==> src/rtl/dtmr_ctrl_if.sv <==
// Voter-side signal bundle for the dynamic-TMR mode controller.
// slave = controller side, master = voter / system side.
interface dtmr_ctrl_if;
  logic        tmr_req;
  logic [2:0]  fault;
  logic        state;
  logic [2:0]  copy_rst;
  logic        recovering;
  logic        err;
  logic [23:0] rec_cnt;

  modport slave  (input  tmr_req, fault,
                  output state, copy_rst, recovering, err, rec_cnt);
  modport master (output tmr_req, fault,
                  input  state, copy_rst, recovering, err, rec_cnt);
endinterface

==> src/rtl/dtmr_ctrl.sv <==
// Mode controller for the dynamic-TMR voter: self-check/request voting, fault filtering,
// per-copy scrub sequencing and sticky error. Define DTMR_STATS_EN for per-copy recovery counters.
module dtmr_ctrl #(
  parameter int unsigned CHECK_PERIOD = 1024,
  parameter int unsigned CHECK_LEN    = 64,
  parameter int unsigned FAULT_THRESH = 3,
  parameter int unsigned RECOVER_CYC  = 8
) (
  input  logic         clk,
  input  logic         rst,
  dtmr_ctrl_if.slave   bus
);

  localparam int unsigned NCOPY = 3;
  localparam int unsigned PW    = (CHECK_PERIOD > 1) ? $clog2(CHECK_PERIOD) : 1;
  localparam int unsigned WW    = (CHECK_LEN > 1)    ? $clog2(CHECK_LEN)    : 1;
  localparam int unsigned RW    = (RECOVER_CYC > 1)  ? $clog2(RECOVER_CYC)  : 1;
  localparam int unsigned FW    = $clog2(FAULT_THRESH + 1);
  localparam int unsigned IW    = 2;

  typedef enum logic [1:0] {S_IDLE, S_ACTIVE, S_RECOVER, S_ERROR} st_t;

  st_t              st;
  logic [PW-1:0]    period_cnt;
  logic [WW-1:0]    win_cnt;
  logic [RW-1:0]    rec_tmr;
  logic [FW-1:0]    cnt     [NCOPY];
  logic [FW-1:0]    cnt_inc [NCOPY];
  logic [NCOPY-1:0] fail;
  logic [IW-1:0]    fail_idx;
  logic [1:0]       n_fail;
  logic             any_cnt;
  logic             state_q;
  logic             recovering_q;
  logic             err_q;
  logic [NCOPY-1:0] copy_rst_q;

  // Next value of each consecutive-fault counter; failure is judged on this value.
  always_comb begin
    fail     = '0;
    fail_idx = '0;
    n_fail   = '0;
    any_cnt  = 1'b0;
    for (int i = 0; i < NCOPY; i++) begin
      cnt_inc[i] = '0;
      if (bus.fault[i])
        cnt_inc[i] = (cnt[i] >= FW'(FAULT_THRESH)) ? FW'(FAULT_THRESH) : cnt[i] + FW'(1);
      fail[i] = (cnt_inc[i] == FW'(FAULT_THRESH));
      if (fail[i]) begin
        n_fail   = n_fail + 2'd1;
        fail_idx = IW'(i);
      end
      if (cnt_inc[i] != '0) any_cnt = 1'b1;
    end
  end

  always_ff @(posedge clk) begin
    if (rst) begin
      st           <= S_IDLE;
      period_cnt   <= '0;
      win_cnt      <= '0;
      rec_tmr      <= '0;
      state_q      <= 1'b0;
      recovering_q <= 1'b0;
      err_q        <= 1'b0;
      copy_rst_q   <= '0;
      for (int i = 0; i < NCOPY; i++) cnt[i] <= '0;
    end else begin
      case (st)
        S_IDLE: begin
          if (bus.tmr_req || (period_cnt == PW'(CHECK_PERIOD - 1))) begin
            st         <= S_ACTIVE;
            period_cnt <= '0;
            win_cnt    <= WW'(CHECK_LEN - 1);
            state_q    <= 1'b1;
            for (int i = 0; i < NCOPY; i++) cnt[i] <= '0;
          end else begin
            period_cnt <= period_cnt + PW'(1);
          end
        end

        S_ACTIVE: begin
          for (int i = 0; i < NCOPY; i++) cnt[i] <= cnt_inc[i];
          if (n_fail >= 2'd2) begin
            st    <= S_ERROR;
            err_q <= 1'b1;
          end else if (n_fail == 2'd1) begin
            st           <= S_RECOVER;
            recovering_q <= 1'b1;
            copy_rst_q   <= NCOPY'(1) << fail_idx;
            rec_tmr      <= RW'(RECOVER_CYC - 1);
            for (int i = 0; i < NCOPY; i++) cnt[i] <= '0;
          end else if (win_cnt == '0) begin
            // Leave voting only once the request is gone and no copy is suspect.
            if (!bus.tmr_req && !any_cnt) begin
              st      <= S_IDLE;
              state_q <= 1'b0;
            end else begin
              win_cnt <= WW'(CHECK_LEN - 1);
            end
          end else begin
            win_cnt <= win_cnt - WW'(1);
          end
        end

        S_RECOVER: begin
          for (int i = 0; i < NCOPY; i++) cnt[i] <= '0;
          if (rec_tmr == '0) begin
            st           <= S_ACTIVE;
            recovering_q <= 1'b0;
            copy_rst_q   <= '0;
            win_cnt      <= WW'(CHECK_LEN - 1);
          end else begin
            rec_tmr <= rec_tmr - RW'(1);
          end
        end

        default: begin
          st           <= S_ERROR;
          state_q      <= 1'b1;
          err_q        <= 1'b1;
          recovering_q <= 1'b0;
          copy_rst_q   <= '0;
        end
      endcase
    end
  end

  assign bus.state      = state_q;
  assign bus.copy_rst   = copy_rst_q;
  assign bus.recovering = recovering_q;
  assign bus.err        = err_q;

`ifdef DTMR_STATS_EN
  logic [7:0] rec_q [NCOPY];
  logic       rec_enter;

  assign rec_enter = (st == S_ACTIVE) && (n_fail == 2'd1);

  // Saturating per-copy recovery counters, bumped on entry to RECOVER.
  always_ff @(posedge clk) begin
    if (rst) begin
      for (int i = 0; i < NCOPY; i++) rec_q[i] <= '0;
    end else if (rec_enter && (rec_q[fail_idx] != 8'hFF)) begin
      rec_q[fail_idx] <= rec_q[fail_idx] + 8'd1;
    end
  end

  assign bus.rec_cnt = {rec_q[2], rec_q[1], rec_q[0]};
`else
  assign bus.rec_cnt = '0;
`endif

endmodule

==> src/flat_wrapper.sv <==
// flat-port wrapper written by rule: the top's interface ports become plain ports
module dtmr_ctrl_flat 
#(
  parameter int unsigned CHECK_PERIOD = 1024,
  parameter int unsigned CHECK_LEN    = 64,
  parameter int unsigned FAULT_THRESH = 3,
  parameter int unsigned RECOVER_CYC  = 8
)
  (clk, rst, bus_tmr_req, bus_fault, bus_state, bus_copy_rst, bus_recovering, bus_err, bus_rec_cnt);
  dtmr_ctrl_if bus_i ();
  input  logic clk;
  input  logic rst;
  input wire logic [$bits(bus_i.tmr_req)-1:0] bus_tmr_req;
  input wire logic [$bits(bus_i.fault)-1:0] bus_fault;
  output wire logic [$bits(bus_i.state)-1:0] bus_state;
  output wire logic [$bits(bus_i.copy_rst)-1:0] bus_copy_rst;
  output wire logic [$bits(bus_i.recovering)-1:0] bus_recovering;
  output wire logic [$bits(bus_i.err)-1:0] bus_err;
  output wire logic [$bits(bus_i.rec_cnt)-1:0] bus_rec_cnt;
  assign bus_i.tmr_req = bus_tmr_req;
  assign bus_i.fault = bus_fault;
  assign bus_state = bus_i.state;
  assign bus_copy_rst = bus_i.copy_rst;
  assign bus_recovering = bus_i.recovering;
  assign bus_err = bus_i.err;
  assign bus_rec_cnt = bus_i.rec_cnt;
  dtmr_ctrl #(.CHECK_PERIOD(CHECK_PERIOD), .CHECK_LEN(CHECK_LEN), .FAULT_THRESH(FAULT_THRESH), .RECOVER_CYC(RECOVER_CYC)) u_core (.clk(clk), .rst(rst), .bus(bus_i));
endmodule
==> config.mk <==
export PLATFORM = sky130hd
export DESIGN_NAME = dtmr_ctrl_flat
export DESIGN_NICKNAME = d
export VERILOG_FILES = /design/src/rtl/dtmr_ctrl_if.sv /design/src/rtl/dtmr_ctrl.sv /design/src/flat_wrapper.sv
export SDC_FILE = /design/constraint.sdc
export NUM_CORES = 1
export LEC_CHECK = 0
export CELL_PAD_IN_SITES_DETAIL_PLACEMENT = 0
export CELL_PAD_IN_SITES_GLOBAL_PLACEMENT = 1
export CORE_MARGIN = 2
export CORE_UTILIZATION = 35
export CTS_CLUSTER_SIZE = 10
export DETAILED_ROUTE_END_ITERATION = 12
export HOLD_SLACK_MARGIN = 0.12
export PLACE_DENSITY_LB_ADDON = 0.08
export SYNTH_ARGS = -nofsm -noshare
export SYNTH_HDL_FRONTEND = slang
export SYNTH_SLANG_ARGS = --single-unit
==> constraint.sdc <==
create_clock -name clk -period 2.4 [get_ports clk]
set_clock_uncertainty 0.15 [all_clocks]
set_input_delay 0.36 -clock clk [delete_from_list [all_inputs] [get_ports clk]]
set_output_delay 0.36 -clock clk [all_outputs]
set_load 0.05 [all_outputs]
### After elaboration in Yosys (flattened, before gate mapping)

Memory sizes are Yosys's and may differ from the RTL's.
Cells that the tools add are included.

* equality and inequality tests: 19
* bitwise gates (word level): 15
* order comparisons: 4
* $add $sub $neg: 8
* reductions and logical operators: 19
* shift operators: 1
* mux-type cells: 78

Operator list (number)
* $mux W2: 27
* $mux W6: 6
* $mux W1: 31
* $mux W3: 6
* $pmux W6 S3: 1
* $ne A2 B1 Y1 const B: 6
* $or A1 B1 Y1: 12
* $reduce_and A4 Y1: 3
* $reduce_and A6 Y1: 2
* $add A10 B1 Y10 const B: 1
* $eq A10 B10 Y1 const B: 1
* $mux W10: 1
* $pmux W3 S3: 1
* $add A2 B1 Y2 const B: 4
* $eq A2 B2 Y1 const B: 4
* $ge A2 B2 Y1 const B: 4
* $ne A4 B1 Y1 const B: 2
* $reduce_bool A2 Y1: 4
* $logic_not A6 Y1: 1
* $ne A2 B2 Y1 const B: 3
* $pmux W1 S3: 2
* $pmux W2 S3: 1
* $pmux W3 S2: 1
* $sub A6 B1 Y6 const B: 1
* other kinds (15): 19

* bits of input ports: 6
* bits in writable memories: 6
* memories: 1
* register bits: 27
* output and inout port bits: 30

Memories
* u_core.cnt: words 3, width 2, read ports 3, clocked after memory_dff 0, write ports 3, RTL line dtmr_ctrl.sv:27 `logic [FW-1:0] cnt [NCOPY];`

### Longest topological paths before layout

An unclocked memory read counts as a cell.

* depth after elaboration: 18
* depth in mapped cells: 9

### Least setup slack after synthesis

No wires, ideal clock.

* path type: flip-flop to flip-flop
* start point: memory u_core.cnt[0][5] in the netlist's numbering
* end point: register u_core.win_cnt[4]
* data required time: 2133 ps
* period minus slack after synthesis: 2583 ps
* path buffers: 1
* arrival: 2316 ps
* path slack: -183 ps
* stages on the path, launching flop included: 10
* cells stage by stage: dfxtp_1 and2_1 clkbuf_1 inv_1 fa_1 nor2b_1 mux2_4 nor3_2 nand3_1 a32o_1

RTL lines
* start: declaration: RTL line dtmr_ctrl.sv:27
* end signal: assignment: RTL line dtmr_ctrl.sv:74 `win_cnt <= WW'(CHECK_LEN - 1);`
* end signal: assignment: RTL line dtmr_ctrl.sv:99 `win_cnt <= WW'(CHECK_LEN - 1);`
* end signal: assignment: RTL line dtmr_ctrl.sv:102 `win_cnt <= win_cnt - WW'(1);`
* end: declaration: RTL line dtmr_ctrl.sv:25 `logic [WW-1:0] win_cnt;`

==> impl_metrics.json <==
{
  "endpoint_kind": "flop",
  "utilization_pct": 43.54,
  "synth_flop_cell": "dfxtp_1",
  "finalCritPeriodShare_pct": 96.47,
  "cts_tree": "done",
  "rsz0062_at_grt": "no",
  "crit_fanout": 5,
  "critPathLaunchType": "flop",
  "pre_cts_ws_ns": -0.5237,
  "finalSetupTns_ns": 0,
  "whs_ns": 0.3044,
  "place_hpwl_mm": 3.154,
  "cp_num_buf_inv": 2,
  "worst_pin_slew_ns": 0.5489,
  "fillCellCount": 566,
  "max_stage_delay_ns": 0.61,
  "final_layout_size_suffix_gt1_share_pct": 24.35,
  "fin_crit_ns": 2.315,
  "grtUsageTotal_pct": 15.48,
  "die_height_um": 79.47,
  "cts_buffer_depth": 2,
  "final_nets": 284,
  "status": "completed",
  "core-area_mm2": 0.005507,
  "firstDrtPassIters": 4,
  "start_util_pct": 36.20,
  "setup_violations": 0,
  "numPortBuffers": 11,
  "worstPathCellList": "and2_4, inv_2, fa_2, nor2b_2, mux2_4, nor3_4, buf_4, and2_1, o32ai_2",
  "dr_wl_met2_mm": 1.987,
  "ant_nets": 0,
  "seq_area_frac_synth_pct": 33.15,
  "met3_length_um": 187,
  "drt-met1-wl_mm": 2.186,
  "arrival_ns": 2.33,
  "area_growth_pct": 20.28,
  "cpMaxStageDelayCell": "fa_2",
  "ios": 36,
  "grt_pass1_vias": 1551,
  "dieArea_mm2": 0.006315,
  "die_x_um": 79.47,
  "dr.first_iter.drc_count": 76,
  "p_leak_nw": 0.9820,
  "synth_warnings": 0,
  "syn_avg_cell_area_um2": 8.780,
  "antenna_found_initial": 0,
  "pwr_density_cell_mw_per_mm2": 565.8,
  "critical_path.top_delay_family": "adder cells",
  "holdCritPathClass": "flop to flop",
  "fmax_ghz": 0.4319,
  "maxCapViolations": 0,
  "drc": 0,
  "cts_sinks": 33,
  "max-slew-margin-rel_pct": 63.29,
  "finalHoldViolCount": 0,
  "vias": 1613,
  "cts_max_level": 2,
  "syn_inst": 227,
  "netlist_area_mm2": 0.001993,
  "gp_congestion": 0.7923,
  "final_max_slew_viol_count": 0,
  "rows": 27,
  "cts.reportedPaths.clkPinSlew_ns": 0.07,
  "worstPathRequired_ns": 2.42,
  "synth_cell_types": 57,
  "maxUsedRoutingLayer": "met4",
  "wirelength_mm": 4.389,
  "synth_edf_count": 0,
  "numCtsBuffers": 5,
  "ys_ff_latch": 33,
  "worst_slack_ns": 0.08466,
  "r2r_setup_slack_ns": 0.08,
  "grt_pass1_wl_mm": 7.617,
  "gr-total-overflow": 0,
  "grt_start_max_net_pins": 16,
  "clkLatencyLatePin_ns": 0.28,
  "critical_path_class": "flop to flop",
  "register_area_um2": 663.1,
  "avgRoutedWirePerCell_um": 12.80,
  "via_per_inst": 4.703,
  "peakVddDrop_uv": 268.4,
  "root_buffer": "clkbuf_8",
  "n_antenna_cell": 0,
  "multi_input_area_mm2": 0.001174,
  "ys_async_sr_fraction_pct": 0
}
through the flow:
step           instance area, µm²  instances  power [mW]
6_report                     2397        343       1.356
5_1_grt                      2397        343       1.450
4_1_cts                      2377        342       1.373
3_5_place_dp                 2260        331      0.9469
3_3_place_gp                 2260        331      0.9497
2_1_floorplan                2097        250      0.9050
cells in the mapped netlist, types with 4 or more instances:
| master | instances | area share, % |
|---|---|---|
| inv_1 | 11 | 2.1 |
| nor3_1 | 10 | 2.5 |
| o21ai_0 | 4 | 1.0 |
| nand2_1 | 17 | 3.2 |
| a32o_1 | 5 | 2.5 |
| xor2_1 | 6 | 2.6 |
| nand3_1 | 8 | 2.0 |
| a31oi_1 | 4 | 1.3 |
| dfxtp_1 | 33 | 33 |
| ha_1 | 7 | 4.4 |
| nor2_1 | 25 | 4.7 |
| a21oi_1 | 8 | 2.0 |
| buf_4 | 24 | 9.0 |
| nor2b_1 | 6 | 1.9 |
cell usage in the layout, fill, tap and decap left out, types with 6 or more instances in the layout:
cell type        count
conb_1              24
ha_1                 7
nand2_1             16
dfxtp_1             31
nor3_1              10
nor2_1              24
xor2_1               6
buf_4               32
a21oi_1              8
inv_1               10
clkdlybuf4s50_1      8
nand3_1              7
registers in the layout, indices dropped and copies added, names as in the netlist:
name / count
u_core.period_cnt: 10
u_core.st: 2
u_core.rec_tmr: 3
u_core.win_cnt: 6
u_core.bus.recovering: 1
u_core.cnt: 6
u_core.bus.copy_rst: 3
u_core.bus.err: 1
u_core.bus.state: 1
power by group:
part | total [mW] | internal, mW | switching, mW
clock | 0.412 | 0.201 | 0.211
combinational | 0.323 | 0.119 | 0.204
sequential | 0.621 | 0.584 | 0.0367
final cells by class:
class                           count  share of cell area (%)
Timing Repair Buffer               43                   14.46
Sequential cell                    33                   27.66
Clock inverter                      2                  0.4175
Inverter                           11                   1.722
Multi-Input combinational cell    176                   48.96
Tap cell                           72                   3.758
Clock buffer                        6                   3.027
logic make-up after synthesis:
| logic type | after synthesis | synth area share (%) |
|---|---|---|
| other cells | 1 | 0.1881 |
| buf+inv | 41 | 14.00 |
| mux | 3 | 1.820 |
| flops | 33 | 33.14 |
| xor+xnor | 9 | 3.955 |
| simple gates | 88 | 24.17 |
| fa+ha+maj | 8 | 5.398 |
| compound gates | 44 | 17.33 |
repair_timing:
item | in CTS | in global routing
gates resized for setup | 10 | 2
hold buffers | 0 | 0
hold endpoints to repair | 0 | 0
setup endpoints to repair | 18 | 12
setup buffers | 3 | 1
pin swaps | 4 | 4
worst paths after layout:
kind                                             from                    end  cells after the start
worst max-delay path                 u_core.cnt[0][5]      u_core.win_cnt[3]                      9
worst min-delay path            u_core.bus.recovering  u_core.bus.recovering                      1
worst max register to register       u_core.cnt[0][5]      u_core.win_cnt[3]                      9
worst min register to register  u_core.bus.recovering  u_core.bus.recovering                      1
metal layers:
layer	vias up	global-route usage [%]
met1	737	21.11
met5	-	0
met4	0	4.138
met2	32	24.12
met3	2	4.072
li1	842	-
(Power assumes the default switching activity.)
